### src/rtl/seg7_scan_driver.sv
`default_nettype none
// ============================================================================
//  Module   : seg7_scan_driver
//  Purpose  : Time-multiplexed multi-digit 7-segment display driver. Captures
//             a packed nibble value plus per-digit decimal points into shadow
//             registers and scans them onto one shared segment bus, enabling
//             one digit anode at a time. Supports leading-zero blanking and
//             selectable output polarity.
//  Ports    : clk        - system clock, all logic on its rising edge
//             reset      - synchronous active-high reset
//             value      - NUM_DIGITS packed nibbles, digit 0 in bits 3:0
//             dp_in      - decimal point per digit (1 = lit)
//             load       - capture value/dp_in into the shadow registers
//             blank_lz   - leading-zero blanking enable (live level)
//             seg        - segment bus {g,f,e,d,c,b,a}
//             dp         - decimal point of the active digit
//             an         - digit enables, one-hot when active
//             frame_done - one-cycle pulse when the scan wraps to digit 0
//  Options  : SEG7_HEX_EN defined -> nibbles 10-15 render A,b,C,d,E,F;
//             otherwise they render with all segments off.
//  Revision : 1.0 - initial release
// ============================================================================
module seg7_scan_driver #(
    parameter int NUM_DIGITS = 4,
    parameter int SCAN_DIV   = 50000,
    parameter int ACTIVE_LOW = 1
) (
    input  logic                      clk,
    input  logic                      reset,
    input  logic [4*NUM_DIGITS-1:0]   value,
    input  logic [NUM_DIGITS-1:0]     dp_in,
    input  logic                      load,
    input  logic                      blank_lz,
    output logic [6:0]                seg,
    output logic                      dp,
    output logic [NUM_DIGITS-1:0]     an,
    output logic                      frame_done
);

    localparam int c_CNT_W = (SCAN_DIV > 1) ? $clog2(SCAN_DIV) : 1;
    localparam int c_IDX_W = (NUM_DIGITS > 1) ? $clog2(NUM_DIGITS) : 1;
    localparam logic [c_CNT_W-1:0] c_CNT_LAST = c_CNT_W'(SCAN_DIV - 1);
    localparam logic [c_IDX_W-1:0] c_IDX_LAST = c_IDX_W'(NUM_DIGITS - 1);
    localparam logic c_INV = (ACTIVE_LOW != 0);

    logic [c_CNT_W-1:0]      r_cnt;
    logic [c_IDX_W-1:0]      r_digit_idx;
    logic [4*NUM_DIGITS-1:0] r_value_q;
    logic [NUM_DIGITS-1:0]   r_dp_q;
    logic                    r_wrap;

    logic                    w_adv;
    logic [4*NUM_DIGITS-1:0] w_shifted;
    logic [3:0]              w_nibble;
    logic                    w_blank;
    logic [NUM_DIGITS-1:0]   w_an;
    logic                    w_dp;
    logic [6:0]              w_glyph;
    logic [6:0]              w_seg;

    assign w_adv = (r_cnt == c_CNT_LAST);

    // Scan state and shadow registers
    always_ff @(posedge clk) begin
        if (reset) begin
            r_cnt       <= '0;
            r_digit_idx <= '0;
            r_value_q   <= '0;
            r_dp_q      <= '0;
            r_wrap      <= 1'b0;
        end else begin
            if (load) begin
                r_value_q <= value;
                r_dp_q    <= dp_in;
            end
            // Marks the state that follows a wrap back to digit 0, so the
            // output stage can pulse frame_done alongside digit 0 (but not
            // after reset, where digit 0 is reached without a wrap).
            r_wrap <= w_adv && (r_digit_idx == c_IDX_LAST);
            if (w_adv) begin
                r_cnt       <= '0;
                r_digit_idx <= (r_digit_idx == c_IDX_LAST) ? '0 : r_digit_idx + 1'b1;
            end else begin
                r_cnt <= r_cnt + 1'b1;
            end
        end
    end

    // Shifting the active digit down to bit 0 gives both its nibble and,
    // via the remaining upper bits, the "all more-significant digits zero"
    // test used for leading-zero blanking.
    assign w_shifted = r_value_q >> {r_digit_idx, 2'b00};
    assign w_nibble  = w_shifted[3:0];
    assign w_blank   = blank_lz && (r_digit_idx != '0) && (w_shifted == '0);
    assign w_an      = NUM_DIGITS'(1) << r_digit_idx;
    assign w_dp      = |(r_dp_q & w_an);

    always_comb begin
        w_glyph = 7'h00;
        case (w_nibble)
            4'h0: w_glyph = 7'h3F;
            4'h1: w_glyph = 7'h06;
            4'h2: w_glyph = 7'h5B;
            4'h3: w_glyph = 7'h4F;
            4'h4: w_glyph = 7'h66;
            4'h5: w_glyph = 7'h6D;
            4'h6: w_glyph = 7'h7D;
            4'h7: w_glyph = 7'h07;
            4'h8: w_glyph = 7'h7F;
            4'h9: w_glyph = 7'h67;
`ifdef SEG7_HEX_EN
            4'hA: w_glyph = 7'h77;
            4'hB: w_glyph = 7'h7C;
            4'hC: w_glyph = 7'h39;
            4'hD: w_glyph = 7'h5E;
            4'hE: w_glyph = 7'h79;
            4'hF: w_glyph = 7'h71;
`else
            default: w_glyph = 7'h00;
`endif
        endcase
    end

    assign w_seg = w_blank ? 7'h00 : w_glyph;

    // Registered outputs with polarity applied last
    always_ff @(posedge clk) begin
        if (reset) begin
            seg        <= {7{c_INV}};
            dp         <= c_INV;
            an         <= {NUM_DIGITS{c_INV}};
            frame_done <= 1'b0;
        end else begin
            seg        <= w_seg ^ {7{c_INV}};
            dp         <= w_dp ^ c_INV;
            an         <= w_an ^ {NUM_DIGITS{c_INV}};
            frame_done <= r_wrap;
        end
    end

endmodule
`default_nettype wire

### config.mk
export PLATFORM = sky130hd
export DESIGN_NAME = seg7_scan_driver
export DESIGN_NICKNAME = d
export VERILOG_FILES = /design/src/rtl/seg7_scan_driver.sv
export SDC_FILE = /design/constraint.sdc
export NUM_CORES = 1
export LEC_CHECK = 0
export CAP_MARGIN = 20
export CORE_MARGIN = 5
export CORE_UTILIZATION = 35
export DETAILED_ROUTE_END_ITERATION = 12
export GPL_ROUTABILITY_DRIVEN = 0
export SETUP_SLACK_MARGIN = 0.05
export SLEW_MARGIN = 25
export SYNTH_ARGS = -nofsm -noshare
export SYNTH_HDL_FRONTEND = slang
export SYNTH_SLANG_ARGS = --single-unit
### constraint.sdc
create_clock -name clk -period 5.9 [get_ports clk]
set_input_delay 0.59 -clock clk [delete_from_list [all_inputs] [get_ports clk]]
set_output_delay 0.59 -clock clk [all_outputs]
set_load 0.03 [all_outputs]
==> run metrics, run 1 <==
sequential share of power=between 50 and 60%; H-tree levels=2; Leakage=0.00109 µW; num ports=37; Unique masters post-synth=32; Clock power frac=30.2%; Final Core Density=43.3%; endpoints failing hold=0; filler instances=about 600; final setup fails=0; Core Region=0.00628 mm²; Hold/Removal Path Class=reg -> reg; Synth area leader=dfxtp_1; Die W=between 80 and 90 µm; crit path DAT=approximately 2900 ps; Final period util=45.5%; GRT Util Overall=11.1%; final worst setup slack=3220 ps; required time of the critical path=roughly 6100 ps; routed wire length=4280 µm; number of enable flip-flop cells after synthesis=0; Async S/R FF share, synth=0%; maxcap violations=0; #FFs+latches synth=52; Worst Clk Skew=6.74 ps; starting density of the core=35.6%; PostCTS Resize Cnt=0; most numerous cell in the Yosys netlist=dfxtp_1; fraction of layout cells with a size suffix above 1=5.45%; Mapped Area=0.00224 mm²; worst slack, placed=3040 ps; Comb pwr share=12.5%; Seq/Total Area, Yosys=46.5%; # clock sinks=52; max_slew headroom=between 30% and 40%; Slew Limit Fails=0; PwrDens=241 mW/mm²; Syn Inst Count=about 230; Starting DRT DRC Count=96; Worst Path Buf+Inv=1; CTS Buffer Depth=2; Slowest cell on crit path=mux4_1; final net count=290; CP Max Fanout=9; Synth top area share=46.5%; CTS tree=done; number of global-route vias before repair=1,560; Slew @ Worst Pin=approximately 900 ps; Fin Setup TNS=0 ps; largest net degree at the start of global routing=25; clk root buf=clkbuf_8; internal power=491 µW; # DRC=0; DRT antenna net count=0; Max Freq=approximately 370 MHz; DR vias/cell=slightly below 5; Synth Warn #=0; startpoint types=flop; Crit Path Category=reg -> reg; Antenna Cells=0; switching pwr=164 µW; clk_lat worst skew=300 ps; total number of vias=1,659; worst-path cell chain=mux4_1 -> inv_1 -> ha_1 -> nand2_1 -> or4_1 -> a211o_1 -> o211ai_1; Worst path max stage delay=710 ps; die area=0.00809 mm²; antenna violations before repair=0; RSZ-0062 raised after global routing=no; setup repair bufs after CTS=0; Rows=29; DRT Pass-1 Iters=4; final global-route overflow total=0; Die H=90.0 µm; area delta synth->final=21.4%; Setup crit end kind=flop; CP delay by family, top=multiplexers; Clock transition at path regs=approximately 100 ps; Tmin final=2680 ps; Mapped Nets=between 200 and 300; hold_buf cts=0; sw frac=25.0%; list of most frequent post-synthesis cells=52 x dfxtp_1, 37 x nor2_1, 24 x mux2i_1, 13 x nand3_1; syn avg cell area=9.94 µm²; first-pass GRT wire length=7580 µm; run status=finished, final reports clean; R2R Setup Slk=3220 ps; post-DP HPWL=3120 µm; port bufs=36; dpl cells=326; top cells by area, synth=dfxtp_1 47%, mux2i_1 11%, nor2_1 6.2%; fin cells=334; top_reg_cell synth=dfxtp_1; total CTS buffers=5; VDD IR max=0.121 mV; routed len/inst=12.8 µm
[cell families after synthesis]
kind of cell	after synthesis	synth area share [%]
xor+xnor	12	4.70
flops	52	46.5
buf+inv	20	4.08
simple gates	82	18.1
compound gates	19	4.87
mux	30	16.1
fa+ha+maj	10	5.59
[power groups by stage]
stage          combinational (µW)  clock, µW  sequential (µW)
2_1_floorplan                40.0          0              391
3_3_place_gp                 83.1          0              383
3_5_place_dp                 82.4          0              383
4_1_cts                      82.8        207              375
5_1_grt                      91.2        221              377
6_report                     82.2        198              375
[metrics by stage]
step                      cell area, µm²  power (µW)  hold WS (ps)
final                               2720         655           463
after global placement              2630         466           417
after floorplan                     2240         431           414
after global routing                2720         689           493
after CTS                           2720         665           468
after detailed placement            2630         465           453
[layout by cell type, fill, tap and decap left out, types with 3 or more instances in the layout]
cell type and instances:
xor2_1 10, mux2i_1 24, ha_1 10, and3_1 3, nand2_1 9, nor4_1 3, nand3_1 13, nor2_1 37
dfxtp_1 52, nand4_1 4, clkdlybuf4s50_1 35, a21oi_1 5, inv_1 8, and4_1 3, clkbuf_8 5, o21ai_0 10
[path summary, 6_finish.rpt]
check                                     from          to  depth (start not counted)
worst max register to register  r_digit_idx[0]      seg[1]                          7
worst max-delay path            r_digit_idx[0]      seg[1]                          7
worst min-delay path                    r_wrap  frame_done                          1
worst min register to register          r_wrap  frame_done                          1
[state kept, by name (all words and copies together), names as in the netlist]
signal       cells
r_dp_q           4
r_value_q       16
frame_done       1
seg              7
dp               1
an               4
r_cnt           16
r_wrap           1
r_digit_idx      2
[routing by layer]
| metal | track usage (%) | wire (µm) | vias up |
|---|---|---|---|
| li1 | - | - | 839 |
| met1 | 16.3 | 2220 | 784 |
| met2 | 15.6 | 1780 | 30 |
| met3 | 3.34 | 219 | 6 |
| met4 | 2.98 | 51 | 0 |
| met5 | 0 | 0 | - |
[cell type report]
class / count / area (µm²) / share of cell area (%)
timing repair buffer: 36 / 355 / 13.1
clock inverter: 3 / 18.8 / 0.691
sequential: 52 / 1040 / 38.3
tap: 77 / 96.3 / 3.55
multi-input combinational: 153 / 1100 / 40.7
clock buffer: 5 / 68.8 / 2.53
inverter: 8 / 30.0 / 1.11
(Power assumes the default switching activity.)
==> inputs of run 2 (changes only) <==
==> constraint.sdc (replaced) <==
create_clock -name clk -period 2.2 [get_ports clk]
set_input_delay 0.22 -clock clk [delete_from_list [all_inputs] [get_ports clk]]
set_output_delay 0.22 -clock clk [all_outputs]
set_load 0.03 [all_outputs]
==> run 2 against run 1 <==
Total power grew to 2.8 times the previous value; via count fell by 1.7%; fmax rose by 29%; clock skew up 2.4 ps; highest routed layer unchanged; critical endpoint is now seg[5]; sequential cell count unchanged; largest cell class unchanged; critical path type unchanged.
==> run metrics, run 2 (synthesis results as in run 1) <==
clk root buf=clkbuf_8; Tmin final=2080 ps; final worst setup slack=116 ps; die area=0.00809 mm²; starting density of the core=a little over a third; Die H=90.0 µm; total number of vias=~1,600; worst r2r src=r_digit_idx[0]; number of global-route vias before repair=1,596; Core Region=0.00628 mm²; hold depth=1; clk_lat worst skew=roughly 310 ps; dpl cells=between 300 and 400; area delta synth->final=27.3%; filler instances=600; fin cells=346; RSZ-0062 raised after global routing=yes; Die W=roughly 90 µm; Crit Reg-Reg Endpoint=seg[5]; port bufs=36; Slew Limit Fails=0; GRT Util Overall=between 10% and 20%; Setup crit end kind=flop; routed len/inst=between 10 and 15 µm; CTS tree=done; Clock transition at path regs=roughly 100 ps; Max Freq=480 MHz; Critical Path End=seg[5]; biggest regs=r_cnt x16, r_value_q x16, seg x7; Hold/Removal Path Class=reg -> reg; # clock sinks=52; Tot Pwr=between 1500 and 2000 µW; R2R Setup Slk=120 ps; routed wire length=4360 µm; Leakage=0.00114 µW; Fin Setup TNS=0 ps; switching pwr=451 µW; Rows=29; num ports=37; DRT Pass-1 Iters=4; Worst Clk Skew=9.12 ps; required time of the critical path=2440 ps; largest net degree at the start of global routing=24; sequential share of power=about 55%; Final period util=94.7%; fraction of layout cells with a size suffix above 1=a little under an eighth; DR vias/cell=4.71; final global-route overflow total=0; VDD IR max=0.330 mV; crit path launch=r_digit_idx[0]; Comb pwr share=between 10% and 20%; antenna violations before repair=0; # DRC=0; Slew @ Worst Pin=393 ps; total CTS buffers=5; max_slew headroom=73.8%; DRT antenna net count=0; commonest non-fill, non-tap cell in the layout=dfxtp_1; Final Core Density=45.4%; worst slack, placed=66.1 ps; most frequent cells in the layout=51 x dfxtp_1, 37 x nor2_1, 36 x clkdlybuf4s50_1; first-pass GRT wire length=7680 µm; sw frac=24.9%; Starting DRT DRC Count=47; crit path DAT=between 2000 and 2500 ps; H-tree levels=2; Clock power frac=between 30% and 40%; post-DP HPWL=3320 µm; final setup fails=0; startpoint types=flop; maxcap violations=0; FF-to-FF path depth=7; hold_buf cts=0; CTS Buffer Depth=2; CP Max Fanout=7; PwrDens=636 mW/mm²; final net count=302; endpoints failing hold=0; run status=finished, final reports clean; internal power=1360 µW; Crit Path Category=reg -> reg; Antenna Cells=0
==> run 2: cell count changes in the layout (fill, tap and decap cells not counted), moves of 2 or more <==
cell	before	now
clkinvlp_4	0	2
buf_4	0	12
inv_1	8	6
clkinv_2	2	0
==> run 2: timing repair <==
| item | in CTS | in global routing |
|---|---|---|
| gates resized for setup | 1 | 3 |
| setup endpoints to repair | 4 | 6 |
| hold endpoints to repair | 0 | 0 |
| gates cloned | 0 | 0 |
| setup buffers | 1 | 2 |
==> run 2: final cells by class <==
cell class / count / area, µm² / area share [%]
well taps: 77 / 96.3 / 3.38
repair buffers: 48 / 450 / 15.8
clock buffers: 6 / 82.6 / 2.90
flip-flops and latches: 52 / 1040 / 36.7
inverters: 8 / 32.5 / 1.14
clock inverters: 2 / 15.0 / 0.527
multi-input cells: 153 / 1130 / 39.5
==> run 2: critical path: stages, from the launching register on <==
cell and delay (ps):
dfxtp_4 370, mux4_2 540, inv_4 90, ha_4 130, nand2_1 50, or4_4 410, a211o_4 310, nand3_1 110
==> run 2: worst min-delay path by stage <==
| stage | end | from | slack, ps |
|---|---|---|---|
| detailed placement | frame_done | r_wrap | 430 |
| global placement | frame_done | r_wrap | 430 |
| floorplan | r_digit_idx[0] | reset | 280 |
| global route | frame_done | r_wrap | 480 |
| CTS | frame_done | r_wrap | 460 |
| finish | frame_done | r_wrap | 450 |
==> run 2: stage by stage <==
step	hold slack, ps	cell area [µm²]
detailed placement	432	2710
finish	453	2850
global placement	427	2710
CTS	457	2820
floorplan	282	2250
global route	478	2850
==> run 2: power by group through the flow <==
stage	Combinational, µW	Clock (µW)	Sequential [µW]
2_1_floorplan	111	0	1050
3_3_place_gp	234	0	1030
3_5_place_dp	233	0	1030
4_1_cts	236	602	1000
5_1_grt	261	635	1010
6_report	237	571	1000
==> run 2: layer usage <==
| layer | share of wire, % | wire [µm] | vias to the layer above | GRT usage (%) |
|---|---|---|---|---|
| met5 | 0 | 0 | - | 0 |
| li1 | - | - | 866 | - |
| met2 | 46 | 2010 | 34 | 17.6 |
| met3 | 5.3 | 232 | 5 | 3.42 |
| met4 | 1.1 | 46 | 0 | 3.35 |
| met1 | 48 | 2080 | 725 | 15.0 |
==> inputs of run 3 (changes only) <==
--- a/config.mk
+++ b/config.mk
@@ -5,6 +5,7 @@
 export SDC_FILE = /design/constraint.sdc
 export NUM_CORES = 1
 export LEC_CHECK = 0
+export ABC_AREA = 1
 export CAP_MARGIN = 20
 export CORE_MARGIN = 5
 export CORE_UTILIZATION = 35
==> run 3 against run 2 <==
Sequential share of layout area fell by 1.5 points; non-clock buffer count fell by 10; first-iteration DRC count increased by 53%; global-route usage increased by 1.3 points; worst setup slack gained 260 ps; utilization fell by 1.7 points; area after synthesis grew 9.5%; final area rose by 4.1%; combinational power is 3% higher; sequential power hardly changed; clock-buffer cell count did not move; critical path type unchanged; critical endpoint is now seg[4]; largest cell class unchanged.
==> run metrics, run 3 <==
most numerous cell in the Yosys netlist=nand2_1; Crit Path Category=reg -> reg; Leakage=0.00115 µW; Die H=roughly 94 µm; number of global-route vias before repair=2,072; PwrDens=approximately 600 mW/mm²; run status=finished, final reports clean; first-pass GRT wire length=9000 µm; PostCTS Resize Cnt=0; final global-route overflow total=0; die area=0.00877 mm²; GRT Util Overall=12.6%; Async S/R FF share, synth=0%; RSZ-0062 raised after global routing=no; list of most frequent post-synthesis cells=67 x nand2_1, 65 x nor2_1, 52 x dfxtp_1, 29 x nand3_1, 23 x o21ai_0; #FFs+latches synth=52; worst slack, placed=around 240 ps; commonest non-fill, non-tap cell in the layout=nand2_1; CP Max Fanout=8; routed len/inst=11.2 µm; DRT Pass-1 Iters=4; Final period util=slightly above 80%; Mapped Area=roughly 0.0024 mm²; final worst setup slack=372 ps; Worst Clk Skew=7.20 ps; maxcap violations=0; Die W=93.6 µm; register cell area after layout=between 0.001 and 0.0015 mm²; clk root buf=clkbuf_8; R2R Setup Slk=370 ps; Seq/Total Area, Yosys=42.5%; final setup fails=0; Hold/Removal Path Class=reg -> reg; antenna violations before repair=0; max_slew headroom=between 60% and 70%; biggest regs=r_cnt x16, r_value_q x16, seg x7; Core Region=about 0.0068 mm²; total number of vias=2,153; syn avg cell area=7.31 µm²; CTS Buffer Depth=2; Tot Pwr=1760 µW; Starting DRT DRC Count=72; Tmin final=1830 ps; VDD IR max=between 0.2 and 0.25 mV; final net count=404; Fin Setup TNS=0 ps; routed wire length=5210 µm; DRT antenna net count=0; hold_buf cts=0; Clock transition at path regs=80 ps; Antenna Cells=0; filler instances=between 700 and 800; fraction of layout cells with a size suffix above 1=9.19%; Setup crit end kind=flop; Final Core Density=~44%; Synth top area share=between 40% and 50%; Slew Limit Fails=0; crit path DAT=about 2000 ps; num ports=37; H-tree levels=2; Synth area leader=dfxtp_1; # clock sinks=52; most frequent cells in the layout=67 x nand2_1, 65 x nor2_1, 51 x dfxtp_1; Syn Inst Count=335; largest net degree at the start of global routing=23; total CTS buffers=5; Slew @ Worst Pin=593 ps; Unique masters post-synth=29; hold_ws=roughly 400 ps; area taken by multi-input logic gates=0.00124 mm²; number of enable flip-flop cells after synthesis=0; post-DP HPWL=4020 µm; Max Freq=547 MHz; starting density of the core=a little over a third; startpoint types=flop; top cells by area, synth=dfxtp_1 43%, nand2_1 10%, nor2_1 10%; port bufs=36; # DRC=0; top_reg_cell synth=dfxtp_1; area delta synth->final=21.1%; setup repair bufs after CTS=0; endpoints failing hold=0; clk_lat worst skew=300 ps; CTS tree=done; DR vias/cell=approximately 4.6; Rows=30; Mapped Nets=roughly 370; required time of the critical path=2370 ps; Synth Warn #=0
-- run 3: changes by cell type after synthesis, moves of 11 or more --
cell / previous run / this run
mux2i_1: 24 / 0
nand3_1: 13 / 29
inv_1: 8 / 19
o21ai_0: 10 / 23
nor2_1: 37 / 65
nand2_1: 9 / 67
-- run 3: per-stage QoR --
stage | cell area (µm²) | cells
after global routing | 2960 | 466
final | 2960 | 466
after floorplan | 2450 | 335
after detailed placement | 2890 | 459
after CTS | 2960 | 466
after global placement | 2890 | 459
-- run 3: area by class of cell --
type | count | share of cell area, %
repair buffers | 38 | 12.7
well taps | 96 | 4.05
flip-flops and latches | 52 | 35.2
multi-input cells | 245 | 42.0
inverters | 28 | 3.55
clock inverters | 1 | 0.169
clock buffers | 6 | 2.45
-- run 3: where the power goes --
part / switching [µW] / total (µW) / internal, µW
Clock: 294 / 511 / 217
Sequential: 24.0 / 1010 / 986
Combinational: 132 / 243 / 111
Total: 450 / 1760 / 1310
-- run 3: layer usage --
layer,wire length (µm),up-vias,track usage [%]
li1,-,1143,-
met1,2540,959,15.8
met2,2360,41,21.0
met3,201,10,2.74
met4,98,0,4.93
met5,0,-,0
-- run 3: logic make-up after synthesis --
logic type / after synthesis / synth area share, %
and+or+nand+nor: 195 / 36.1
DFF: 52 / 42.5
adders and majority gates: 10 / 5.11
xor gates and xnor gates: 2 / 0.716
buffers and inverters: 38 / 6.69
AOI/OAI and AO/OA: 38 / 8.84
-- run 3: final timing paths --
check                       from          to  cells after the start
setup / recovery  r_digit_idx[1]      seg[4]                     10
hold / removal            r_wrap  frame_done                      2
setup reg to reg  r_digit_idx[1]      seg[4]                     10
hold reg to reg           r_wrap  frame_done                      2
-- run 3: worst max-delay path: stages (launching register included) --
cell and delay [ps]:
dfxtp_1 570, inv_2 150, nand3_1 110, nand2_1 130
ha_1 250, nand2_1 60, nor2_1 40, nand3_1 60
nor2_1 40, nand2_1 180, nand4_1 100
